`src/rtl/rs_gf8_pkg.sv`:
```
// Shared definitions for the GF(2^3) Reed-Solomon (7,5) decoder.
// Holds the symbol type, code constants, field constants, the state
// encoding and the combinational GF(8) multiplier
// (primitive polynomial x^3+x+1).
package rs_gf8_pkg;

  typedef logic [2:0] sym_t;

  localparam int N = 7;
  localparam int K = 5;

  localparam sym_t ALPHA     = 3'd2;  // a
  localparam sym_t ALPHA2    = 3'd4;  // a^2
  localparam sym_t ALPHA_INV = 3'd5;  // a^-1 = a^6
  localparam sym_t ALPHA_N1  = 3'd5;  // a^(N-1), locator of the first symbol

  typedef enum logic [1:0] {
    COLLECT = 2'd0,
    CALC1   = 2'd1,
    CALC2   = 2'd2,
    EMIT    = 2'd3
  } state_t;

  // Carry-less multiply, then fold x^4 and x^3 back using x^3 = x + 1.
  function automatic sym_t gf_mul(input sym_t a, input sym_t b);
    logic [4:0] p;
    p = '0;
    for (int i = 0; i < 3; i++) begin
      if (b[i]) p = p ^ ({2'b00, a} << i);
    end
    if (p[4]) p = p ^ 5'b10110;
    if (p[3]) p = p ^ 5'b01011;
    return p[2:0];
  endfunction

endpackage

```
`src/rtl/gf_inv_3.sv`:
```
// Combinational multiplicative inverse in GF(2^3), x^3+x+1.
// Ports: a - input symbol; y - inverse of a (0 maps to 0).
module gf_inv_3
  import rs_gf8_pkg::*;
(
  input  sym_t a,
  output sym_t y
);

  always_comb begin
    y = 3'd0;
    case (a)
      3'd0: y = 3'd0;
      3'd1: y = 3'd1;
      3'd2: y = 3'd5;
      3'd3: y = 3'd6;
      3'd4: y = 3'd7;
      3'd5: y = 3'd2;
      3'd6: y = 3'd3;
      3'd7: y = 3'd4;
      default: y = 3'd0;
    endcase
  end

endmodule

```
`src/rtl/rs_dec_gf8_seq.sv`:
```
// Sequential single-error-correcting RS(7,5) decoder over GF(2^3).
// Collects a 7-symbol codeword (degree 6 first) while accumulating the
// syndromes S1=r(a), S2=r(a^2); spends two cycles on the error locator
// X=S2/S1 and value E=S1/X through one shared inverter; then streams the
// corrected codeword out in input order.
// Ports:
//   clk, rst              - clock, asynchronous active-high reset
//   din/din_valid/din_ready     - input symbol stream
//   dout/dout_valid/dout_ready  - corrected output stream
//   dout_last             - marks the 7th output symbol
//   err_corr/err_uncorr   - codeword status, valid with dout_last only
module rs_dec_gf8_seq
  import rs_gf8_pkg::*;
(
  input  logic       clk,
  input  logic       rst,
  input  logic [2:0] din,
  input  logic       din_valid,
  output logic       din_ready,
  output logic [2:0] dout,
  output logic       dout_valid,
  input  logic       dout_ready,
  output logic       dout_last,
  output logic       err_corr,
  output logic       err_uncorr
);

  localparam logic [2:0] LAST_IDX = 3'(N - 1);

  state_t     state_q, state_d;
  logic [2:0] cnt_q, cnt_d;
  sym_t       s1_q, s1_d, s2_q, s2_d;
  sym_t       x_q, x_d, e_q, e_d;
  sym_t       loc_q, loc_d;
  logic       corr_q, corr_d, uncorr_q, uncorr_d;
  logic       din_ready_q, din_ready_d;
  sym_t       dout_q, dout_d;
  logic       dout_valid_q, dout_valid_d;
  logic       dout_last_q, dout_last_d;
  logic       err_corr_q, err_corr_d;
  logic       err_uncorr_q, err_uncorr_d;
  sym_t       sym_buf_q [N];
  sym_t       sym_buf_d [N];

  sym_t       inv_in, inv_out;
  logic       in_fire, out_fire;
  logic       s1_zero, s2_zero;
  sym_t       e_new;
  logic [2:0] cnt_n;
  sym_t       loc_n;

  // Single inverter: S1 during CALC1 (for X), X during CALC2 (for E).
  assign inv_in = (state_q == CALC2) ? x_q : s1_q;

  gf_inv_3 u_inv (
    .a (inv_in),
    .y (inv_out)
  );

  assign in_fire  = din_valid & din_ready_q;
  assign out_fire = dout_valid_q & dout_ready;

  assign din_ready  = din_ready_q;
  assign dout       = dout_q;
  assign dout_valid = dout_valid_q;
  assign dout_last  = dout_last_q;
  assign err_corr   = err_corr_q;
  assign err_uncorr = err_uncorr_q;

  always_comb begin
    state_d      = state_q;
    cnt_d        = cnt_q;
    s1_d         = s1_q;
    s2_d         = s2_q;
    x_d          = x_q;
    e_d          = e_q;
    loc_d        = loc_q;
    corr_d       = corr_q;
    uncorr_d     = uncorr_q;
    din_ready_d  = din_ready_q;
    dout_d       = dout_q;
    dout_valid_d = dout_valid_q;
    dout_last_d  = dout_last_q;
    err_corr_d   = err_corr_q;
    err_uncorr_d = err_uncorr_q;
    sym_buf_d    = sym_buf_q;
    s1_zero      = (s1_q == 3'd0);
    s2_zero      = (s2_q == 3'd0);
    e_new        = 3'd0;
    cnt_n        = cnt_q + 3'd1;
    loc_n        = gf_mul(loc_q, ALPHA_INV);

    case (state_q)
      COLLECT: begin
        din_ready_d = 1'b1;
        if (in_fire) begin
          sym_buf_d[cnt_q] = din;
          // Horner evaluation of r(a) and r(a^2), highest degree first.
          s1_d = gf_mul(s1_q, ALPHA) ^ din;
          s2_d = gf_mul(s2_q, ALPHA2) ^ din;
          if (cnt_q == LAST_IDX) begin
            cnt_d       = 3'd0;
            din_ready_d = 1'b0;
            state_d     = CALC1;
          end else begin
            cnt_d = cnt_n;
          end
        end
      end

      CALC1: begin
        x_d     = gf_mul(s2_q, inv_out);
        state_d = CALC2;
      end

      CALC2: begin
        corr_d   = !s1_zero && !s2_zero;
        uncorr_d = s1_zero ^ s2_zero;
        // Only a locatable single error carries a nonzero value.
        e_new    = (!s1_zero && !s2_zero) ? gf_mul(s1_q, inv_out) : 3'd0;
        e_d      = e_new;
        // First output (degree 6) is prepared here so it is registered
        // and valid on the first EMIT cycle.
        dout_d       = sym_buf_q[0] ^ ((loc_q == x_q) ? e_new : 3'd0);
        dout_valid_d = 1'b1;
        dout_last_d  = 1'b0;
        err_corr_d   = 1'b0;
        err_uncorr_d = 1'b0;
        state_d      = EMIT;
      end

      EMIT: begin
        if (out_fire) begin
          if (cnt_q == LAST_IDX) begin
            state_d      = COLLECT;
            cnt_d        = 3'd0;
            loc_d        = ALPHA_N1;
            s1_d         = 3'd0;
            s2_d         = 3'd0;
            x_d          = 3'd0;
            e_d          = 3'd0;
            din_ready_d  = 1'b1;
            dout_d       = 3'd0;
            dout_valid_d = 1'b0;
            dout_last_d  = 1'b0;
            err_corr_d   = 1'b0;
            err_uncorr_d = 1'b0;
          end else begin
            cnt_d        = cnt_n;
            loc_d        = loc_n;
            dout_d       = sym_buf_q[cnt_n] ^ ((loc_n == x_q) ? e_q : 3'd0);
            dout_last_d  = (cnt_n == LAST_IDX);
            err_corr_d   = (cnt_n == LAST_IDX) && corr_q;
            err_uncorr_d = (cnt_n == LAST_IDX) && uncorr_q;
          end
        end
      end

      default: state_d = COLLECT;
    endcase
  end

  always_ff @(posedge clk or posedge rst) begin
    if (rst) begin
      state_q      <= COLLECT;
      cnt_q        <= 3'd0;
      s1_q         <= 3'd0;
      s2_q         <= 3'd0;
      x_q          <= 3'd0;
      e_q          <= 3'd0;
      loc_q        <= ALPHA_N1;
      corr_q       <= 1'b0;
      uncorr_q     <= 1'b0;
      din_ready_q  <= 1'b0;
      dout_q       <= 3'd0;
      dout_valid_q <= 1'b0;
      dout_last_q  <= 1'b0;
      err_corr_q   <= 1'b0;
      err_uncorr_q <= 1'b0;
    end else begin
      state_q      <= state_d;
      cnt_q        <= cnt_d;
      s1_q         <= s1_d;
      s2_q         <= s2_d;
      x_q          <= x_d;
      e_q          <= e_d;
      loc_q        <= loc_d;
      corr_q       <= corr_d;
      uncorr_q     <= uncorr_d;
      din_ready_q  <= din_ready_d;
      dout_q       <= dout_d;
      dout_valid_q <= dout_valid_d;
      dout_last_q  <= dout_last_d;
      err_corr_q   <= err_corr_d;
      err_uncorr_q <= err_uncorr_d;
    end
  end

  // Symbol storage carries data only; every entry is rewritten before use.
  always_ff @(posedge clk) begin
    sym_buf_q <= sym_buf_d;
  end

endmodule

```
`config.mk`:
```
export PLATFORM = sky130hd
export DESIGN_NAME = rs_dec_gf8_seq
export DESIGN_NICKNAME = d
export VERILOG_FILES = /design/src/rtl/rs_gf8_pkg.sv /design/src/rtl/gf_inv_3.sv /design/src/rtl/rs_dec_gf8_seq.sv
export SDC_FILE = /design/constraint.sdc
export NUM_CORES = 1
export LEC_CHECK = 0
export CORE_UTILIZATION = 55
export DETAILED_ROUTE_END_ITERATION = 8
export PLACE_DENSITY_LB_ADDON = 0.1
export SLEW_MARGIN = 10
export SYNTH_ARGS = -nofsm -noshare
export SYNTH_HDL_FRONTEND = slang
export SYNTH_SLANG_ARGS = --single-unit
```
`constraint.sdc`:
```
create_clock -name clk -period 3.05 [get_ports clk]
set_input_delay 0.7625 -clock clk [delete_from_list [all_inputs] [get_ports clk]]
set_output_delay 0.7625 -clock clk [all_outputs]
set_load 0.02 [all_outputs]
```
==> impl_metrics.toml <==
[hold_path]
hold_class = "reg2reg"
hold_depth = 2

[pwr]
peakVddDrop_mv = 0.658
p_per_area_mw_per_mm2 = 1250
cellLeakagePower_uw = 0.00141

[route]
ant_nets = 0
routed_wl_um = 6930
vias = 2416
avgRoutedWirePerCell_um = 16.6
drcViolationCount = 0
drt_first_pass_iters = 4
drt_iter0_markers = 200
routed_via_density = 5.79

[timing]
finalCriticalPeriod_ns = 2.92
setup-tns-final_ns = 0
setup_viol = 0
maxSlewHeadroom_pct = 46.0
rsz0062_at_grt = "false"
holdWs_ns = 0.499
slew_violations = 0
finalCritPeriodShare_pct = 95.8
finalClockSkew_ns = 0.0154
worst_slew_pin_slew_ns = 0.809
fmax_mhz = 342
hold_violations = 0

[synth]
syn_area_per_cell_sq_um = 9.88
yosys.area.top_type_share_pct = 21.9
async_flop_share_pct = 58.8
ys_top_cells_by_area = "dfrtp_1, edfxtp_1, nand2_1"
synthDistinctLibCells = 54
synth.cell_area_sq_mm = 0.00320
synthSimpleGateAreaFrac_pct = 19.0
synth_top_family_by_area = "simple AND/OR/NAND/NOR gates"
synth-compound-area-share_pct = 13.9
synth_top_flop_cell = "dfrtp_1"
synth_fa_ha_area_share_pct = 4.30
synth_mux_area_share_pct = 7.11
yosys_warnings = 0
synth_edf_count = 21
syn_nets = 342
ys_ff_latch = 51
ys_seq_area_share_pct = 43.2
synthCells = 324
synth_top_area_cell = "dfrtp_1"
synth_xor_area_share_pct = 8.52

[finish]
finalNonFillerCells = 417
final_cell_mix = "nand2_1, dfrtp_1, o21ai_0, edfxtp_1, buf_4"
drive_above_1_share_pct = 17.1
antenna_cells = 0
final_core_util_pct = 65.0
layout_commonest_cell = "nand2_1"
syn2layout_area_growth_pct = 13.1
nNetsFinal = 362

[worst_setup_path]
crit_path_max_fanout = 6
r2r_slack_ns = 0.13
max_stage_delay_ns = 0.41
worstRegToRegCells = 11
critPathBufInv = 1
worstPathArrival_ns = 3.10
critPathKind = "reg2reg"
cp_top_family = "multiplexers"
worstPathRequired_ns = 3.23
crit_chain = "inv_2 > ha_4 > mux2_2 > ha_4 > mux2_2 > a2bb2oi_1 > a32o_1 > a22oi_2 > mux2i_1 > mux2i_1 > nand3_1"
cp.depth = 11
slowest_stage = "dfrtp_1"
cp-start-kind = "register"
end_kind = "register"

[die]
die_area_sq_mm = 0.00613
io_pins = 15
start_util_pct = 57.4
rows = 27
die_h_um = 78.3
die_x_um = 78.3
core-area_sq_mm = 0.00557

[clock_tree]
cts_sinks = 51
h-tree-depth = 2
cts_buffers = 5
clkTransAtPathRegs_ns = 0.09
clkLatencyLatePin_ns = 0.30
cts_tree = "yes"
root_buffer = "clkbuf_8"
cts_buffer_depth = 2

[global_route]
antenna_found_initial = 0
grt_pass1_vias = 2246
grt_overflow = 0
grt_usage_pct = 24.6
grt_max_degree = 21
grt_pass1_wl_um = 11400

[outcome]
status = "finished, final reports clean"

[placed_design]
dp_hpwl_um = 5150
placed_cells = 405
gp_congestion = 0.861
port_buffers = 14

[flow_run]
drv_cap = 0
-- worst min-delay path, cell delays in order, from the launching register on --
cell     delay (ns)
dfrtp_1        0.35
nand2_1        0.05
o21ai_0        0.06
-- power by group --
part           switching, uW  internal, uW
logic                   1560          1360
clock network            225           186
registers                251           923
total                   2040          2470
-- per-layer routing --
| layer | part of all wire, % | up-vias | global-route usage, % |
|---|---|---|---|
| li1 | - | 1192 | - |
| met1 | 49 | 1179 | 35.1 |
| met2 | 47 | 41 | 39.4 |
| met3 | 3.1 | 4 | 3.84 |
| met4 | 0.76 | 0 | 5.56 |
| met5 | 0 | - | 0 |
-- metrics by stage --
step | power (uW) | setup WS [ns] | instance area (sq um)
finish | 4510 | 0.127 | 3620
floorplan | 3350 | 0.00931 | 3220
detailed placement | 3990 | 0.0443 | 3460
global placement | 3930 | 0.137 | 3460
CTS | 4410 | 0.0142 | 3560
global route | 4890 | 0.0359 | 3620
-- flip-flops by register name, indices dropped and copies added (netlist names), 2 cells and up --
register / count
cnt_q: 3
dout: 3
e_q: 3
loc_q: 3
s1_q: 3
s2_q: 3
state_q: 2
sym_buf_q: 21
x_q: 3
-- path summary, 6_finish.rpt --
kind	to	start
worst max-delay path	dout[2]$_DFFE_PP0P_	state_q[0]$_DFFE_PP0P_
worst min-delay path	err_uncorr$_DFFE_PP0P_	err_uncorr$_DFFE_PP0P_
worst max register to register	dout[2]$_DFFE_PP0P_	state_q[0]$_DFFE_PP0P_
worst min register to register	err_uncorr$_DFFE_PP0P_	err_uncorr$_DFFE_PP0P_
max in group asynchronous	err_uncorr$_DFFE_PP0P_	rst
min in group asynchronous	dout_last$_DFFE_PP0P_	rst
-- logic make-up (layout without fill, tap and decap cells) --
kind of cell | after synthesis | in the layout
and+or+nand+nor | 120 | 120
DFF | 51 | 51
AOI/OAI and AO/OA | 66 | 66
buffers and inverters | 30 | 51
xor gates and xnor gates | 29 | 29
muxes | 17 | 17
adders and majority gates | 11 | 11
-- area by class of cell --
type                       count  area (sq um)
clock buffer                   6          82.6
fill                         464          1950
inverter                      11          41.3
sequential                    51          1380
timing repair buffer          32           275
clock inverter                 2          13.8
multi-input combinational    243          1730
tap                           72          90.1
-- cells in the mapped netlist (7+ instances only) --
master and count:
clkbuf_1 10, o21ai_0 21, nand3_1 10, nor2_1 10, edfxtp_1 21, o21a_1 7, mux2_2 9, nor3_1 12
ha_1 11, nand2_1 48, dfrtp_1 28, a21oi_1 9, inv_1 10, buf_2 8, xor2_1 13, xnor2_1 15
-- repair_timing --
action                                  CTS  global route
endpoints found under the setup margin    0             7
setup buffers                             0             4
gates resized for setup                   0             6
hold buffers                              0             0
(Power assumes the default switching activity.)
==> RTL edit 1: new RTL, same settings <==
Make the reset (`rst`) synchronous in one clocked block. Comments in the files are not updated.
--- a/src/rtl/rs_dec_gf8_seq.sv
+++ b/src/rtl/rs_dec_gf8_seq.sv
@@ -162,3 +162,3 @@
 
-  always_ff @(posedge clk or posedge rst) begin
+  always_ff @(posedge clk) begin
     if (rst) begin
Behaviour: differs if rst is asserted again (counterexample within 4 cycles, from zero or initial values and one cycle with rst high); with rst held inactive, the same outputs for 10 cycles.
==> RTL edit 1 against the original RTL <==
Routed wire length up 5.6%; fmax rose by 5.0%; sequential share of layout area decreased by 3.7 points; final cell count grew 6.0%; area after synthesis up 0.82%; critical path depth unchanged; final area shrank 1.6%; worst setup slack improved by 140 ps; global-route usage grew 1.5 points; sequential cell count is the same; critical endpoint is now dout[1].
Power is not compared: it rests on default switching activity, and its combinational part moved more than twofold at a synthesized area within 25%.
==> RTL edit 1: results (changes against the original RTL) <==
- complete, no violations — run status
- 5460 um — total half-perimeter wirelength after legalization and detailed placement, +5.9%
- 390 ps — maximum cell stage delay along the critical path, -20 ps
- 92.0 ps — worst setup slack before clock tree synthesis, +47.8 ps
- reg -> reg — worst hold-check path type
- 29 — largest net degree at the start of global routing, +38%
- 3430 um2 — standard cell area after detailed placement, -1.0%
- sky130_fd_sc_hd__dfxtp_1 — cell with the largest stage delay on the worst path
- 5 — Detailed Routing Iterations Pass 1, +1
- sky130_fd_sc_hd__dfxtp_1 — top flip-flop cell by instance count after synthesis
- 60 — Netlist cell types, +11%
- 5 — number of buffers created by CTS, unchanged
- 0.890 — final weighted congestion of routability-driven global placement, +3.3%
- 386 — number of nets in the layout, +6.6%
- 310 ps — clk_lat worst skew
- 8.94 um2 — per-instance average area after synthesis, -9.5%
- 5.25 ps — Layout Skew, -10.2 ps
- 2550 — via count of the first global-routing pass, +14%
- sky130_fd_sc_hd__nor2_1, sky130_fd_sc_hd__nand2_1, sky130_fd_sc_hd__dfxtp_1 — leading post-synthesis cells by instance count
- 466 — Filler Cell Count, +0.43%
- 16.6 um — routed len/inst, -0.34%
- 2733 — via count, +13%
- 0% — share of synthesized flip-flops with an asynchronous set or reset, -59 points
- compound AO/OA/AOI/OAI gates — family with the most delay on the worst path
- 7320 um — overall routed net length, +5.6%
- 10 — peak fanout along the critical path, +4
- 12300 um — wire length of the first global-routing pass, +7.6%
- 9.19% — share of post-route cells with drive strength above 1, -7.9 points
- 3020 ps — arrival time reported for the critical path endpoint, -80 ps
- 78.6 um — Die Width, +0.40%
- 434 — total placed cells including tap cells, +7.2%
- 50.3% — headroom to the max-slew limit, +4.3 points
- 279 — initial DRC count, +40%
- 26.0% — Tot GR Track Use, +1.5 points
- 378 — Post-Syn Nets, +11%
- 38.2% — proportion of synthesized chip area in sequential cells, -5.1 points
RTL edit 1: cell count changes after synthesis, sizes merged, moves of 5 or more:
cell / change
nor2: +32
dfxtp: +30
dfrtp: -28
nand2: -15
nand3: +9
a21oi: +8
mux2i: +8
xor2: -8
a22oi: +7
mux2: -7
nand2b: +7
nor3: -6
o21a: -6
o22ai: -5
RTL edit 1: power by group through the flow:
stage	registers, W	clock network [W]	logic [W]
2_1_floorplan	0.000806	0	0.000543
3_3_place_gp	0.000842	0	0.000663
5_1_grt	0.000836	0.000511	0.000758
3_5_place_dp	0.000842	0	0.000671
4_1_cts	0.000826	0.000480	0.000675
6_report	0.000826	0.000471	0.000689
RTL edit 1: area by class of cell:
cell class	instances	area, um2	share of cell area (%)
Tap cell	72	90.1	2.53
Inverter	10	37.5	1.05
Clock buffer	5	68.8	1.93
Clock inverter	3	42.5	1.19
Timing Repair Buffer	25	223	6.25
Multi-Input combinational cell	276	1870	52.5
Sequential cell	51	1230	34.6
RTL edit 1: kinds of logic (layout without fill, tap and decap cells):
group,Yosys count,in the layout,synth area share [%]
buf+inv,34,43,4.65
flops,51,51,38.2
fa+ha+maj,10,10,3.88
mux,18,18,7.60
xor+xnor,23,23,6.67
compound gates,87,87,18.3
simple gates,138,138,20.7
RTL edit 1: layer usage:
metal  GRT usage [%]  routed length, um  vias to the layer above  share of wire [%]
met3            4.65                294                       19                4.0
li1                -                  -                     1322                  -
met4            11.1                192                        0                2.6
met1            33.7               3330                     1313                 45
met5               0                  0                        -                  0
met2            42.5               3500                       79                 48
RTL edit 1: worst paths after layout:
kind,slack (ps),startpoint,to
worst max-delay path,270,state_q[0],dout[1]
worst min-delay path,460,corr_q,corr_q
worst max register to register,270,state_q[0],dout[1]
worst min register to register,460,corr_q,corr_q
==> RTL edit 2: new RTL, config.mk and constraints unchanged <==
Made on the original files. Change the package constant `N` from 7 to 6.
--- a/src/rtl/rs_gf8_pkg.sv
+++ b/src/rtl/rs_gf8_pkg.sv
@@ -8,3 +8,3 @@
 
-  localparam int N = 7;
+  localparam int N = 6;
   localparam int K = 5;
Check against the original RTL: not equivalent (Yosys sat finds a counterexample within 10 cycles, from zero or initial values and one cycle with rst high).
==> RTL edit 2 against the original RTL <==
Count of clock-buffer cells in the layout shrank 1; area after synthesis is 7.2% lower; routed wire length shrank 4.6%; final area is 5.8% lower; synthesized cell count down 6.8%; power decreased by 6.5%; critical path type unchanged; worst setup slack improved by 48 ps; sequential cell count fell by 3; fmax up 1.7%; highest routed layer unchanged.
==> RTL edit 2: results (changes against the original RTL) <==
- dout[1] — end of the worst register-to-register path
- 10500 um — wire length of the first global-routing pass, -7.8%
- 3010 um — amount of wire on met2 after detailed routing, -7.6%
- 55 — Netlist cell types, +1.9%
- 45.4% — switching part of the total, +0.25 points
- 376 um — amount of wire on met3 after detailed routing, +72%
- 663 ps — transition time at the pin with the least slew margin, -146 ps
- 0.815 — final weighted congestion of routability-driven global placement, -5.4%
- 1.33 nW — P_leak, -6.0%
- 5 — Detailed Routing Iterations Pass 1, +1
- 5.78 — vias per cell, -0.20%
- 10 — cell count of the worst reg-to-reg path, -1
- 38.6% — routing usage on met2, -0.79 points
- 0.00108 W — sequential logic power, -8%
- 187 — initial DRC count, -6.5%
- compound AO/OA/AOI/OAI gates — family with the most delay on the worst path
- complete, no violations — run status
- 180 ps — R2R Setup Slk, +50 ps
- 36.0% — met1 Use GR, +0.88 points
- 690 uV — IR drop worst, VDD, +4.9%
- 25.5% — part of the power in registers, -0.5 points
- 482 ps — hold slack final, -16.8 ps
- 5 — peak fanout along the critical path, -1
- 14.6% — share of post-route cells with drive strength above 1, -2.5 points
- 302 — synthesized netlist cell count, -6.8%
- 6610 um — overall routed net length, -4.6%
- 62.5% — share of synthesized flip-flops with an asynchronous set or reset, +3.7 points
- sky130_fd_sc_hd__nand2_1, sky130_fd_sc_hd__dfrtp_1, sky130_fd_sc_hd__o21ai_0 — leading post-synthesis cells by instance count
- sky130_fd_sc_hd__dfrtp_1, sky130_fd_sc_hd__edfxtp_1, sky130_fd_sc_hd__nand2_1, sky130_fd_sc_hd__ha_1, sky130_fd_sc_hd__xnor2_1 — top cells by area in the synthesized netlist
- 25.1% — Tot GR Track Use, +0.53 points
- 2092 — via count of the first global-routing pass, -6.9%
- 18 — EDFF count, synth, -14%
- 3090 um — WL met1, -9.3%
- 31 — largest net degree at the start of global routing, +48%
- 5.56% — met3 capacity usage during global routing, +1.7 points
[RTL edit 2: cell type report]
class / count / area [um2]
Fill cell: 435 / 1730
Multi-Input combinational cell: 227 / 1600
Sequential cell: 48 / 1290
Timing Repair Buffer: 35 / 298
Tap cell: 70 / 87.6
Clock buffer: 5 / 68.8
Inverter: 11 / 41.3
Clock inverter: 3 / 18.8
[RTL edit 2: through the flow]
stage,worst slack (ps),util [%]
2_1_floorplan,79.4,-
3_3_place_gp,145,63.9
3_5_place_dp,-14.7,63.9
4_1_cts,1.59,65.8
5_1_grt,25.1,66.4
6_report,175,66.4
[RTL edit 2: logic make-up after synthesis]
| family | share of synthesized area (%) |
|---|---|
| simple gates | 17.1 |
| compound gates | 14.2 |
| flops | 43.6 |
| xor+xnor | 8.42 |
| buf+inv | 3.71 |
| mux | 7.96 |
| fa+ha+maj | 5.05 |
[RTL edit 2: timing repair]
action	CTS	global route
endpoints found under the hold margin	0	0
endpoints found under the setup margin	2	7
pin swaps	1	1
gates resized for setup	2	6
cloned	0	0
